[src/rtl/serial_addsub_pkg.sv]
// Shared types for the bit-serial add/subtract engine.
// Provides the FSM state encoding and the mode constants.
package serial_addsub_pkg;

  typedef enum logic [1:0] {
    IDLE  = 2'd0,
    SHIFT = 2'd1,
    DONE  = 2'd2
  } state_e;

  localparam logic MODE_ADD = 1'b0;
  localparam logic MODE_SUB = 1'b1;

endpackage

[src/rtl/serial_fa_cell.sv]
// Single-bit combinational full adder used by the serial engine.
// Ports: a, b, cin -> s (sum), c (carry out).
module serial_fa_cell (
  input  logic a,
  input  logic b,
  input  logic cin,
  output logic s,
  output logic c
);

  assign s = a ^ b ^ cin;
  assign c = (a & b) | (cin & (a ^ b));

endmodule

[src/rtl/serial_addsub_unit.sv]
// Bit-serial WIDTH-bit add/subtract engine, LSB first, one full-adder cell.
// Ports: clk, reset (async active-low), start/mode/a/b in;
//   busy, done, result {cout,sum}, overflow, bit_count out.
// Macro SERIAL_ADDSUB_PRESCALE_EN: step once every CLK_DIV clocks.
module serial_addsub_unit
  import serial_addsub_pkg::*;
#(
  parameter int WIDTH   = 8,
  parameter int CLK_DIV = 5_000_000
) (
  input  logic                       clk,
  input  logic                       reset,
  input  logic                       start,
  input  logic                       mode,
  input  logic [WIDTH-1:0]           a,
  input  logic [WIDTH-1:0]           b,
  output logic                       busy,
  output logic                       done,
  output logic [WIDTH:0]             result,
  output logic                       overflow,
  output logic [$clog2(WIDTH+1)-1:0] bit_count
);

  localparam int CW = $clog2(WIDTH + 1);
  localparam logic [CW-1:0] LAST = CW'(WIDTH - 1);

  state_e           state;
  logic [WIDTH-1:0] reg_a;
  logic [WIDTH-1:0] reg_b;
  logic [WIDTH-2:0] sum_sr;
  logic             carry;
  logic             fa_s;
  logic             fa_c;
  logic             accept;
  logic             step_en;
  logic [WIDTH-1:0] sum_nx;

  assign accept = start && (state != SHIFT);
  assign sum_nx = {fa_s, sum_sr};

  serial_fa_cell u_fa (
    .a   (reg_a[0]),
    .b   (reg_b[0]),
    .cin (carry),
    .s   (fa_s),
    .c   (fa_c)
  );

`ifdef SERIAL_ADDSUB_PRESCALE_EN
  localparam int PW = (CLK_DIV > 1) ? $clog2(CLK_DIV) : 1;
  localparam logic [PW-1:0] PMAX = PW'(CLK_DIV - 1);

  logic [PW-1:0] pre;

  // Clock enable only: the engine never runs on a derived clock.
  assign step_en = (state == SHIFT) && (pre == PMAX);

  always_ff @(posedge clk or negedge reset) begin
    if (!reset) begin
      pre <= '0;
    end else if (accept) begin
      pre <= '0;
    end else if (state == SHIFT) begin
      pre <= step_en ? '0 : pre + 1'b1;
    end
  end
`else
  logic unused_div;
  assign unused_div = (CLK_DIV != 0);
  assign step_en = (state == SHIFT);
`endif

  always_ff @(posedge clk or negedge reset) begin
    if (!reset) begin
      state     <= IDLE;
      reg_a     <= '0;
      reg_b     <= '0;
      sum_sr    <= '0;
      carry     <= 1'b0;
      bit_count <= '0;
      busy      <= 1'b0;
      done      <= 1'b0;
      result    <= '0;
      overflow  <= 1'b0;
    end else if (accept) begin
      state     <= SHIFT;
      reg_a     <= a;
      // Subtract as a + ~b + 1: the +1 rides in on the initial carry.
      reg_b     <= (mode == MODE_SUB) ? ~b : b;
      carry     <= (mode == MODE_SUB);
      bit_count <= '0;
      busy      <= 1'b1;
      done      <= 1'b0;
    end else if (step_en) begin
      reg_a     <= reg_a >> 1;
      reg_b     <= reg_b >> 1;
      sum_sr    <= sum_nx[WIDTH-1:1];
      carry     <= fa_c;
      bit_count <= bit_count + 1'b1;
      if (bit_count == LAST) begin
        result   <= {fa_c, fa_s, sum_sr};
        // Signed overflow: carry into MSB differs from carry out.
        overflow <= carry ^ fa_c;
        done     <= 1'b1;
        busy     <= 1'b0;
        state    <= DONE;
      end
    end
  end

endmodule

[config.mk]
export PLATFORM = sky130hd
export DESIGN_NAME = serial_addsub_unit
export DESIGN_NICKNAME = d
export VERILOG_FILES = /design/src/rtl/serial_addsub_pkg.sv /design/src/rtl/serial_fa_cell.sv /design/src/rtl/serial_addsub_unit.sv
export SDC_FILE = /design/constraint.sdc
export NUM_CORES = 1
export LEC_CHECK = 0
export CAP_MARGIN = 20
export CORE_MARGIN = 1.5
export CORE_UTILIZATION = 45
export CTS_CLUSTER_DIAMETER = 50
export CTS_CLUSTER_SIZE = 28
export DETAILED_ROUTE_END_ITERATION = 10
export GPL_TIMING_DRIVEN = 1
export PLACE_DENSITY_LB_ADDON = 0.25
export SYNTH_ARGS = -nofsm -noshare
export SYNTH_HDL_FRONTEND = slang
export SYNTH_HIERARCHICAL = 1
export SYNTH_SLANG_ARGS = --single-unit
[constraint.sdc]
create_clock -name clk -period 1.6 [get_ports clk]
set_input_delay 0.16 -clock clk [delete_from_list [all_inputs] [get_ports clk]]
set_output_delay 0.16 -clock clk [all_outputs]
set_load 0.01 [all_outputs]
# Yosys cells after proc, flatten, opt, wreduce, memory -nomap -nowiden
# Index checks and enable logic that the tools add are counted.
[op_classes]
n_addsub = 1
n_eq_ne = 3
n_mux = 18
n_bitwise = 8
reduce_logical = 6
[ops]
columns = ["operator", "n"]
rows = [
  ["$mux 8", 5],
  ["$mux 1", 8],
  ["$mux 4", 2],
  ["$not 8->8", 1],
  ["$mux 2", 3],
  ["$add 4x1->4 const B", 1],
  ["$eq 4x3->1 const B", 1],
  ["$reduce_and 2->1", 2],
  ["$reduce_bool 2->1", 2],
  ["$reduce_and 3->1", 1],
  ["$xor 1x1->1", 3],
  ["$and 1x1->1", 2],
  ["$eq 2x1->1 const B", 1],
  ["$ne 2x1->1 const B", 1],
  ["$logic_and 1x1->1", 1],
  ["$not 1->1", 1],
  ["$or 1x1->1", 1],
]
[word_totals]
regBits = 42
inputBits = 20
out_inout_bits = 16
wordCells = 46

# Longest topological paths before layout
# Gate-level depths: netlist of the first run.
[depth]
word_depth = 5
ltp_mapped = 5

# Cells and area by module
# The synthesis of the first run kept the hierarchy.
[by_module_without_submodules]
columns = ["module", "instances", "cells_each", "area_each_um2", "seq_area_each_um2"]
rows = [
  ["serial_addsub_unit", 1, 159, 1809.2, 1001.0],
  ["serial_fa_cell", 1, 1, 20.0, 0.0],
]

# Worst setup path before layout of the first run
# No wires, ideal clock.
[synth_path]
path_kind = "register to register"
startpoint = "register bit_count[0]"
endpoint = "register result[0]"
setup_time_ns = 0.125
arrival_ns = 1.437
setup_slack_ns = 0.038
path_stages_with_launch = 6
cell_sequence = "dfrtp_1 ha_1 nand3b_4 nor3b_4 buf_6 mux2_4"
[synth_between]
elab_chain_len = 2
[synth_lines]
columns = ["item", "line", "source"]
rows = [
  ["start, declared", "serial_addsub_unit.sv:21", "output logic [$clog2(WIDTH+1)-1:0] bit_count"],
  ["start signal, assigned", "serial_addsub_unit.sv:99", "bit_count <= bit_count + 1'b1;"],
  ["$eq 4x3->1", "serial_addsub_unit.sv:100", "if (bit_count == LAST) begin"],
  ["$reduce_and 3->1 (no line)", "--", ""],
  ["end signal, assigned", "serial_addsub_unit.sv:101", "result <= {fa_c, fa_s, sum_sr};"],
  ["end, declared", "serial_addsub_unit.sv:19", "output logic [WIDTH:0] result,"],
]
# No other way between the ends.
# A chain may end at the register's enable or synchronous reset.

# Worst setup path after layout of the first run
[layout_path]
startpoint = "register bit_count[1]"
endpoint = "register result[8]"
# Same word-level chain as after synthesis.

==> results of run 1 <==
-- sequential cells by signal (all words and copies together) (netlist names) --
signal     cells
state          2
result         9
carry          1
reg_b          8
reg_a          8
sum_sr         7
bit_count      4
overflow       1
-- kinds of logic (layout without fill, tap and decap cells) --
family,count (synthesis),count (layout),synth area share [%]
DFF,40,40,54.7
AOI/OAI and AO/OA,23,23,6.84
buffers and inverters,12,55,3.42
adders and majority gates,2,2,1.78
muxes,26,26,16.6
xor gates and xnor gates,10,10,4.79
and+or+nand+nor,47,47,11.9
-- layout make-up --
type,instances,area share [%]
tap,48,2.50
clock inverter,2,0.624
clock buffer,6,3.43
timing repair buffer,45,19.1
sequential,40,41.6
multi-input combinational,108,32.4
inverter,2,0.312
-- power by group through the flow --
stage | clock (uW) | combinational, uW | sequential, uW
6_report | 702 | 2010 | 1790
3_3_place_gp | 0 | 1930 | 1780
5_1_grt | 773 | 2250 | 1840
4_1_cts | 718 | 2000 | 1790
3_5_place_dp | 0 | 2000 | 1800
2_1_floorplan | 0 | 1120 | 1830
-- layer usage --
| metal | GRT usage, % | up-vias | share of wire (%) |
|---|---|---|---|
| met2 | 27.9 | 30 | 46 |
| met5 | 0 | - | 0 |
| li1 | - | 615 | - |
| met1 | 24.1 | 608 | 48 |
| met3 | 5.57 | 4 | 5.0 |
| met4 | 3.83 | 0 | 0.74 |
-- worst max-delay path, cell delays in order, from the launching register on --
cell and delay (ns):
dfrtp_1 0.40, ha_2 0.22, nand3b_4 0.10, nor3b_4 0.24
buf_12 0.18, mux2_4 0.31
-- how the worst max path moves through the flow --
stage / endpoint / cells after the start
3_3_place_gp: overflow$_DFFE_PN0P_ / 5
3_5_place_dp: result[8]$_DFFE_PN0P_ / 5
4_1_cts: result[8]$_DFFE_PN0P_ / 5
5_1_grt: result[8]$_DFFE_PN0P_ / 5
6_report: result[8]$_DFFE_PN0P_ / 5
2_1_floorplan: result[0]$_DFFE_PN0P_ / 5
-- synthesized netlist by cell type (all sizes together) --
cell type   n  area [sq um]
dfrtp      40          1000
nand2      38           143
o21ai      19          95.1
mux2i      16           160
mux2       10           143
xor2        9          78.8
buf         8          46.3
nand3       3          15.0
clkbuf      2          8.75
inv         2          7.51
nor2        2          7.51
a211oi      1          7.51
a2bb2oi     1          8.76
fa          1          20.0
ha          1          12.5
nand3b      1          20.0
nor2b       1          6.26
nor3b       1          18.8
o211ai      1          7.51
o22ai       1          6.26
or2b        1          7.51
xnor2       1          8.76
-- through the flow --
stage / worst slack, ns / instances / cell area, sq um / util (%)
6_report: 0.0470 / 251 / 2400 / 63.8
5_1_grt: 0.0114 / 251 / 2400 / 63.8
2_1_floorplan: 0.0382 / 160 / 1830 / -
4_1_cts: 0.00857 / 250 / 2390 / 63.3
3_3_place_gp: 0.0920 / 241 / 2280 / 60.5
3_5_place_dp: 0.0280 / 241 / 2280 / 60.5
-- repair_timing --
action	in CTS	in global routing
buffers inserted	0	1
hold buffers	1	0
endpoints found under the setup margin	0	2
endpoints found under the hold margin	40	0
resized for setup	0	3
==> results.json, run 1 <==
{
  "run_status": "finished clean",
  "overflow": 0,
  "syn-num-nets": 182,
  "cts_buffers": 5,
  "rrSetupSlack_ns": 0.05,
  "p_total_uw": 4500,
  "vias": 1257,
  "antenna-diode-count": 0,
  "gp_congestion": 0.744,
  "antenna_found_initial": 0,
  "multiInputGateArea_sq_um": 778,
  "p_switching_uw": 1610,
  "finalSetupTns_ns": 0,
  "reg2reg_depth": 5,
  "dp_hpwl_um": 2390,
  "switching_share_pct": 35.7,
  "final-setup-viol-count": 0,
  "fin_nets": 224,
  "clk_path_buf_depth": 2,
  "cts_tree": "yes",
  "cts.sinks": 40,
  "vias_per_cell": 5.01,
  "arrival_ns": 1.73,
  "start_util_pct": 48.5,
  "ant_nets": 0,
  "maxCapViolations": 0,
  "port_buffers": 35,
  "core_region_area_sq_mm": 0.00377,
  "avgSynthCellArea_sq_um": 11.4,
  "syn-cell-area_sq_mm": 0.00183,
  "seqCellArea_sq_mm": 0.00100,
  "grt_setup_unrepaired": "false",
  "endpoint_kind": "flip-flop",
  "yosysUniqueCellTypes": 25,
  "start_kind": "flip-flop",
  "path_class": "reg2reg",
  "period_share_pct": 97.1,
  "internal_power_uw": 2890,
  "cellPowerDensity_mw_per_mm2": 1870,
  "postRouteWirelength_um": 3380,
  "synth-seq-cells": 40,
  "finalCriticalPeriod_ns": 1.55,
  "worst_pin_slew_ns": 0.502,
  "drcViolationCount": 0,
  "grt_max_degree": 44,
  "track_usage_pct": 17.7,
  "drive_above_1_share_pct": 15.8,
  "ir_worst_vdd_mv": 1.03,
  "most-common-layout-cells": "40 x dfrtp_1, 38 x nand2_1, 34 x clkdlybuf4s50_1",
  "slew_viol_final": 0,
  "nFillCells": 299,
  "fmax_mhz": 644,
  "dr.pass1.iters": 4,
  "hold_path_class": "in2async",
  "ys_seq_area_share_pct": 54.7,
  "finClkSkew_ns": 0.00520,
  "slew_headroom_pct": 66.5,
  "yosys_warnings": 6,
  "rows": 22,
  "layout_commonest_cell": "dfrtp_1",
  "htree_levels": 2,
  "seqPwrFrac_pct": 39.7,
  "crit_start": "bit_count[1]$_DFFE_PN0P_",
  "grt_pass1_vias": 1230,
  "grt_pass1_wl_um": 5800,
  "clkPwrFrac_pct": 15.6,
  "path_clk_slew_ns": 0.08,
  "ioPinCount": 36,
  "cp_max_fo": 12,
  "syn_inst": 160,
  "crit-reg2reg-launch": "bit_count[1]$_DFFE_PN0P_",
  "wl_per_cell_um": 13.5,
  "leakage_uw": 0.00112,
  "die_w_um": 66.8,
  "area_growth_pct": 31.5,
  "p_comb_share_pct": 44.7,
  "timing.hold.ws_ns": 0.452,
  "r2r_end": "result[8]$_DFFE_PN0P_",
  "drtIter0Drc": 83,
  "design.die.area_sq_mm": 0.00446,
  "die_y_um": 66.8,
  "clk_latency_ns": 0.29,
  "hold_viol": 0,
  "root_buffer": "clkbuf_8",
  "required_ns": 1.78
}
Note: power is estimated with default switching activity, not from simulation.
==> run 2, diff against run 1 <==
- ABC_AREA: unset -> 1
- SETUP_SLACK_MARGIN: unset -> 0.3
==> run 2 against run 1 <==
  * Final cell count up 31%
  * Non-clock buffer count is 5 higher
  * Synthesized cell count increased by 44%
  * Hold slack got worse by 0.032 ns
  * Core utilization is 1.4 points lower
  * Clock power increased by 20%
  * Wire length grew 20%
  * Fmax increased by 24%
  * Critical path type unchanged
==> results.json, run 2 <==
{
  "run_status": "finished clean",
  "synth_top_family_by_area": "simple AND/OR/NAND/NOR gates",
  "yosys.area_share.simple_pct": 32.3,
  "ioPinCount": 36,
  "die_y_um": 67.4,
  "path_clk_slew_ns": 0.08,
  "seqPwrFrac_pct": 36.4,
  "finClkSkew_ns": 0.00643,
  "cts_buffers": 5,
  "yosys.area.top_type": "dfrtp_1",
  "dp_hpwl_um": 2500,
  "clk_path_buf_depth": 2,
  "synth_common_cells": "104 x nand2_1, 40 x dfrtp_1, 32 x nand3_1",
  "start_kind": "flip-flop",
  "synthMuxAreaShare_pct": 0,
  "ant_nets": 0,
  "regMostFlops": "result",
  "dr.pass1.iters": 4,
  "placed_area_sq_mm": 0.00225,
  "slew_headroom_pct": 66.4,
  "hold_path_class": "in2reg",
  "yosysTopAreaCellShare_pct": 53.7,
  "synthAdderAreaFrac_pct": 1.74,
  "synth-seq-cells": 40,
  "endpoint_kind": "flip-flop",
  "design.die.area_sq_mm": 0.00454,
  "cts.sinks": 40,
  "layout_commonest_cell": "nand2_1",
  "grt_max_degree": 41,
  "grt_pass1_vias": 1366,
  "clkPwrFrac_pct": 18.1,
  "arrival_ns": 1.44,
  "final_util_pct": 62.3,
  "clk_latency_ns": 0.29,
  "vias": 1600,
  "avgSynthCellArea_sq_um": 8.11,
  "p_switching_uw": 1840,
  "syn-cell-area_sq_mm": 0.00186,
  "htree_levels": 2,
  "postRouteWirelength_um": 4050,
  "cts_tree": "yes",
  "required_ns": 1.78,
  "fmax_mhz": 797,
  "gp_congestion": 0.833,
  "leakage_uw": 0.00133,
  "maxCapViolations": 0,
  "async_flop_share_pct": 100,
  "nFillCells": 369,
  "finalSetupTns_ns": 0,
  "cp_max_fo": 8,
  "die_w_um": 67.4,
  "synth_compound_area_share_pct": 3.49,
  "synth_ff_type": "dfrtp_1",
  "yosysUniqueCellTypes": 20,
  "vias_per_cell": 4.85,
  "root_buffer": "clkbuf_8",
  "cellPowerDensity_mw_per_mm2": 1860,
  "switching_share_pct": 39.7,
  "area_growth_pct": 33.8,
  "grt_setup_unrepaired": "true",
  "wl_per_cell_um": 12.3,
  "overflow": 0,
  "top_regs": "result (9), reg_a (8), reg_b (8)",
  "p_comb_share_pct": 45.5,
  "worst_pin_slew_ns": 0.505,
  "most-common-layout-cells": "101 x nand2_1, 40 x dfrtp_1, 31 x nand3_1",
  "synth_xor_area_share_pct": 0.940,
  "multiInputGateArea_sq_um": 777,
  "finalCriticalPeriod_ns": 1.26,
  "track_usage_pct": 18.1,
  "port_buffers": 35,
  "period_share_pct": 78.4,
  "largest_reg_flops": 9,
  "seqCellArea_sq_mm": 0.00100,
  "ir_worst_vdd_mv": 1.32,
  "ys_seq_area_share_pct": 53.7,
  "antenna_found_initial": 0,
  "synth_edf_count": 0,
  "drtIter0Drc": 66,
  "syn-num-nets": 252,
  "drcViolationCount": 0,
  "final_area_sq_mm": 0.00249,
  "final-setup-viol-count": 0,
  "yosys_warnings": 6,
  "hold_viol": 0,
  "internal_power_uw": 2800,
  "syn_inst": 230,
  "fin_nets": 301,
  "yosysMostFrequentCell": "nand2_1",
  "ys_top_cells_by_area": "dfrtp_1 54%, nand2_1 21%, nand3_1 8.6%",
  "core_region_area_sq_mm": 0.00400,
  "rows": 23,
  "path_class": "reg2reg",
  "drive_above_1_share_pct": 14.3,
  "antenna-diode-count": 0,
  "start_util_pct": 46.6,
  "grt_pass1_wl_um": 6110,
  "slew_viol_final": 0
}
[run 2: changes by cell type after synthesis, sizes merged, moves of 3 or more]
cell	before	now
mux2i	16	0
o21ai	19	12
nand3	3	32
mux2	10	0
nand2	38	106
inv	2	19
nor2	2	5
xor2	9	1
[run 2: repair_timing]
action	4_1_cts	5_1_grt
buffers inserted	3	4
hold buffers	1	0
endpoints found under the setup margin	27	26
resized for setup	17	18
pin swaps	0	2
gates cloned	0	2
hold endpoints to repair	40	0
[run 2: worst paths after layout]
path                                        from               endpoint  slack (ns)  cells past startpoint
setup / recovery            state[1]$_DFFE_PN0P_   reg_b[1]$_DFFE_PN0P_        0.34                      7
hold / removal                              a[7]   reg_a[7]$_DFFE_PN0P_        0.42                      3
setup reg to reg            state[1]$_DFFE_PN0P_   reg_b[1]$_DFFE_PN0P_        0.34                      7
hold reg to reg            result[0]$_DFFE_PN0P_  result[0]$_DFFE_PN0P_        0.47                      2
max in group asynchronous                  reset   reg_b[6]$_DFFE_PN0P_        0.80                      3
min in group asynchronous                  reset  result[7]$_DFFE_PN0P_        0.45                      3
[run 2: power groups by stage]
stage	clock [uW]	combinational (uW)	sequential, uW
3_5_place_dp	0	1850	1740
5_1_grt	898	2370	1740
6_report	840	2110	1690
4_1_cts	854	1840	1690
2_1_floorplan	0	1170	1770
3_3_place_gp	0	1800	1730
[run 2: worst max-delay path: stages (launching register included)]
cell	delay (ns)
dfrtp_1	0.41
buf_6	0.14
inv_4	0.07
nand2_8	0.08
nand2_8	0.08
clkinvlp_4	0.18
nand2_2	0.13
nand3_2	0.06
[run 2: layer usage]
metal | vias up | track usage (%) | share of wire, %
met2 | 47 | 28.8 | 46
met4 | 0 | 6.12 | 1.1
met1 | 735 | 24.6 | 48
met5 | - | 0 | 0
met3 | 4 | 4.00 | 3.9
li1 | 814 | - | -
[run 2: layout make-up]
type	instances	share of cell area, %
tap	50	2.51
clock buffer	5	2.76
sequential	40	40.1
timing repair buffer	50	18.1
multi-input combinational	162	31.2
inverter	19	3.11
clock inverter	3	1.91
timing repair inverter	1	0.301
[run 2: cells by family (layout without fill, tap and decap cells)]
group	after synthesis	count (layout)
compound gates	13	13
xor+xnor	2	2
fa+ha+maj	2	2
buf+inv	29	78
flops	40	40
simple gates	144	145
[run 2: stage by stage]
step / cells / power (uW) / setup slack [ns] / hold WS (ns)
2_1_floorplan: 230 / 2940 / 0.374 / -0.136
3_3_place_gp: 312 / 3530 / 0.213 / 0.247
3_5_place_dp: 312 / 3590 / 0.155 / 0.253
4_1_cts: 324 / 4380 / 0.240 / 0.423
5_1_grt: 330 / 5010 / 0.287 / 0.438
6_report: 330 / 4640 / 0.345 / 0.420
==> run 3, diff against run 2 <==
- clock period: 1.6 -> 1 ns (I/O delays scaled with it)
==> run 3 against run 2 <==
  * The run now ends with negative setup slack left
  * First-iteration DRC count rose by 35%
  * Critical path depth fell by 1
  * Fmax rose by 2.2%
  * Critical path type unchanged
  * Critical endpoint is now carry$_DFFE_PN0P_
  * Largest cell class is now multi-input combinational cells
==> results.json, run 3 (synthesized netlist as in run 2, its figures left out) <==
{
  "run_status": "finished with violations",
  "violations": "negative setup slack",
  "hold_viol": 0,
  "endpoint_kind": "flip-flop",
  "grt_max_degree": 41,
  "crit_start": "state[0]$_DFFE_PN0P_",
  "antenna_found_initial": 0,
  "hold_path_class": "in2async",
  "dp_cells": 326,
  "maxCapViolations": 0,
  "path_clk_slew_ns": 0.08,
  "vias_per_cell": 5.09,
  "cts_tree": "yes",
  "finalCriticalPeriod_ns": 1.23,
  "timing.final.ws_setup_ns": -0.228,
  "leakage_uw": 0.00161,
  "htree_levels": 2,
  "final-setup-viol-count": 42,
  "ir_worst_vdd_mv": 2.70,
  "vias": 1793,
  "overflow": 0,
  "antenna-diode-count": 0,
  "wl_per_cell_um": 14.7,
  "drive_above_1_share_pct": 47.0,
  "top_regs": "result (9), reg_a (8), reg_b (8)",
  "most-common-layout-cells": "62 x nand2_1, 37 x dfrtp_1, 30 x nand2_2",
  "drtIter0Drc": 89,
  "rows": 23,
  "start_util_pct": 46.6,
  "die_y_um": 67.4,
  "multiInputGateArea_sq_mm": 0.00106,
  "dr.pass1.iters": 4,
  "design.die.area_sq_mm": 0.00454,
  "fmax_mhz": 814,
  "clk_path_buf_depth": 2,
  "slew_viol_final": 0,
  "cp_max_fo": 8,
  "layout_commonest_cell": "nand2_1",
  "worst_pin_slew_ns": 0.415,
  "root_buffer": "clkbuf_8",
  "drcViolationCount": 0,
  "nFillCells": 285,
  "path_class": "reg2reg",
  "gp_congestion": 0.749,
  "grt_pass1_vias": 1705,
  "final_cells": 352,
  "post-place-ws_ns": -0.252,
  "postRouteWirelength_um": 5180,
  "period_share_pct": 123,
  "placed_area_sq_mm": 0.00239,
  "ioPinCount": 36,
  "crit-reg2reg-launch": "state[0]$_DFFE_PN0P_",
  "fin_nets": 323,
  "grt_setup_unrepaired": "true",
  "dp_hpwl_um": 2700,
  "largest_reg_flops": 9,
  "cts.sinks": 40,
  "area_growth_pct": 63.6,
  "track_usage_pct": 24.8,
  "cts_buffers": 5,
  "required_ns": 1.24,
  "start_kind": "flip-flop",
  "core_region_area_sq_mm": 0.00400,
  "seqCellArea_sq_mm": 0.00100,
  "arrival_ns": 1.47,
  "port_buffers": 35,
  "cellPowerDensity_mw_per_mm2": 3340,
  "finClkSkew_ns": 0.0113,
  "die_w_um": 67.4,
  "final_area_sq_mm": 0.00305,
  "slew_headroom_pct": 72.3,
  "clk_latency_ns": 0.30,
  "regMostFlops": "result",
  "grt_pass1_wl_um": 8000,
  "ant_nets": 0
}
## run 3: cell count changes in the layout (fill, tap and decap cells not counted), moves of 4 or more
cell / delta
buf_12: +4
buf_2: +10
buf_4: +5
buf_6: +16
dlygate4sd2_1: -14
nand2_1: -39
nand2_2: +27
nand2_4: +13
nand3_1: -16
nand3_2: +15
o21ai_0: -9
o21ai_1: +6
## run 3: per-stage QoR
| step | util [%] | hold slack, ns | total power [uW] | TNS, ns |
|---|---|---|---|---|
| 2_1_floorplan | - | -0.196 | 4820 | -2.55 |
| 3_3_place_gp | 59.8 | 0.0880 | 6250 | -7.15 |
| 3_5_place_dp | 59.8 | 0.0849 | 6340 | -7.90 |
| 4_1_cts | 71.8 | 0.294 | 9300 | -4.71 |
| 5_1_grt | 76.2 | 0.309 | 10800 | -7.86 |
| 6_report | 76.2 | 0.282 | 10200 | -6.19 |
## run 3: critical path, stage by stage, from the launching register on
cell and delay [ns]:
dfrtp_2 0.45, inv_2 0.09, nor2_4 0.05, buf_12 0.14
nor2_4 0.22, nand2_1 0.11, nand3_2 0.09
## run 3: final timing paths
path | endpoint | slack (ns) | cells past startpoint
setup / recovery | carry$_DFFE_PN0P_ | -0.23 | 6
max in group asynchronous | reg_b[5]$_DFFE_PN0P_ | 0.51 | 3
min in group clk | reg_a[7]$_DFFE_PN0P_ | 0.32 | 3
hold reg to reg | result[5]$_DFFE_PN0P_ | 0.48 | 2
setup reg to reg | carry$_DFFE_PN0P_ | -0.23 | 6
hold / removal | overflow$_DFFE_PN0P_ | 0.28 | 3
## run 3: repair_timing
item / CTS / global route
resized for setup: 151 / 39
pin swaps: 32 / 20
setup endpoints to repair: 56 / 56
cloned: 4 / 0
hold buffers: 1 / 0
buffers inserted: 10 / 3
endpoints found under the hold margin: 40 / 0
## run 3: layout make-up
| type | count | share of cell area [%] |
|---|---|---|
| repair buffers | 72 | 23.3 |
| clock inverters | 2 | 1.27 |
| multi-input cells | 162 | 34.7 |
| inverters | 19 | 2.59 |
| flip-flops and latches | 40 | 33.0 |
| clock buffers | 6 | 2.71 |
| well taps | 50 | 2.05 |
| repair inverters | 1 | 0.369 |
## run 3: power breakdown
group / switching, uW / leakage, uW / internal [uW]
logic: 2900 / 0.00103 / 2960
registers: 593 / 0.000512 / 2320
clock network: 601 / 0.0000614 / 816
## run 3: routing by layer
metal | vias up | global-route usage, % | share of wire (%)
met4 | 0 | 9.44 | 2.2
met5 | - | 0 | 0
met3 | 7 | 6.17 | 4.5
met2 | 48 | 42.8 | 53
li1 | 866 | - | -
met1 | 872 | 29.8 | 40
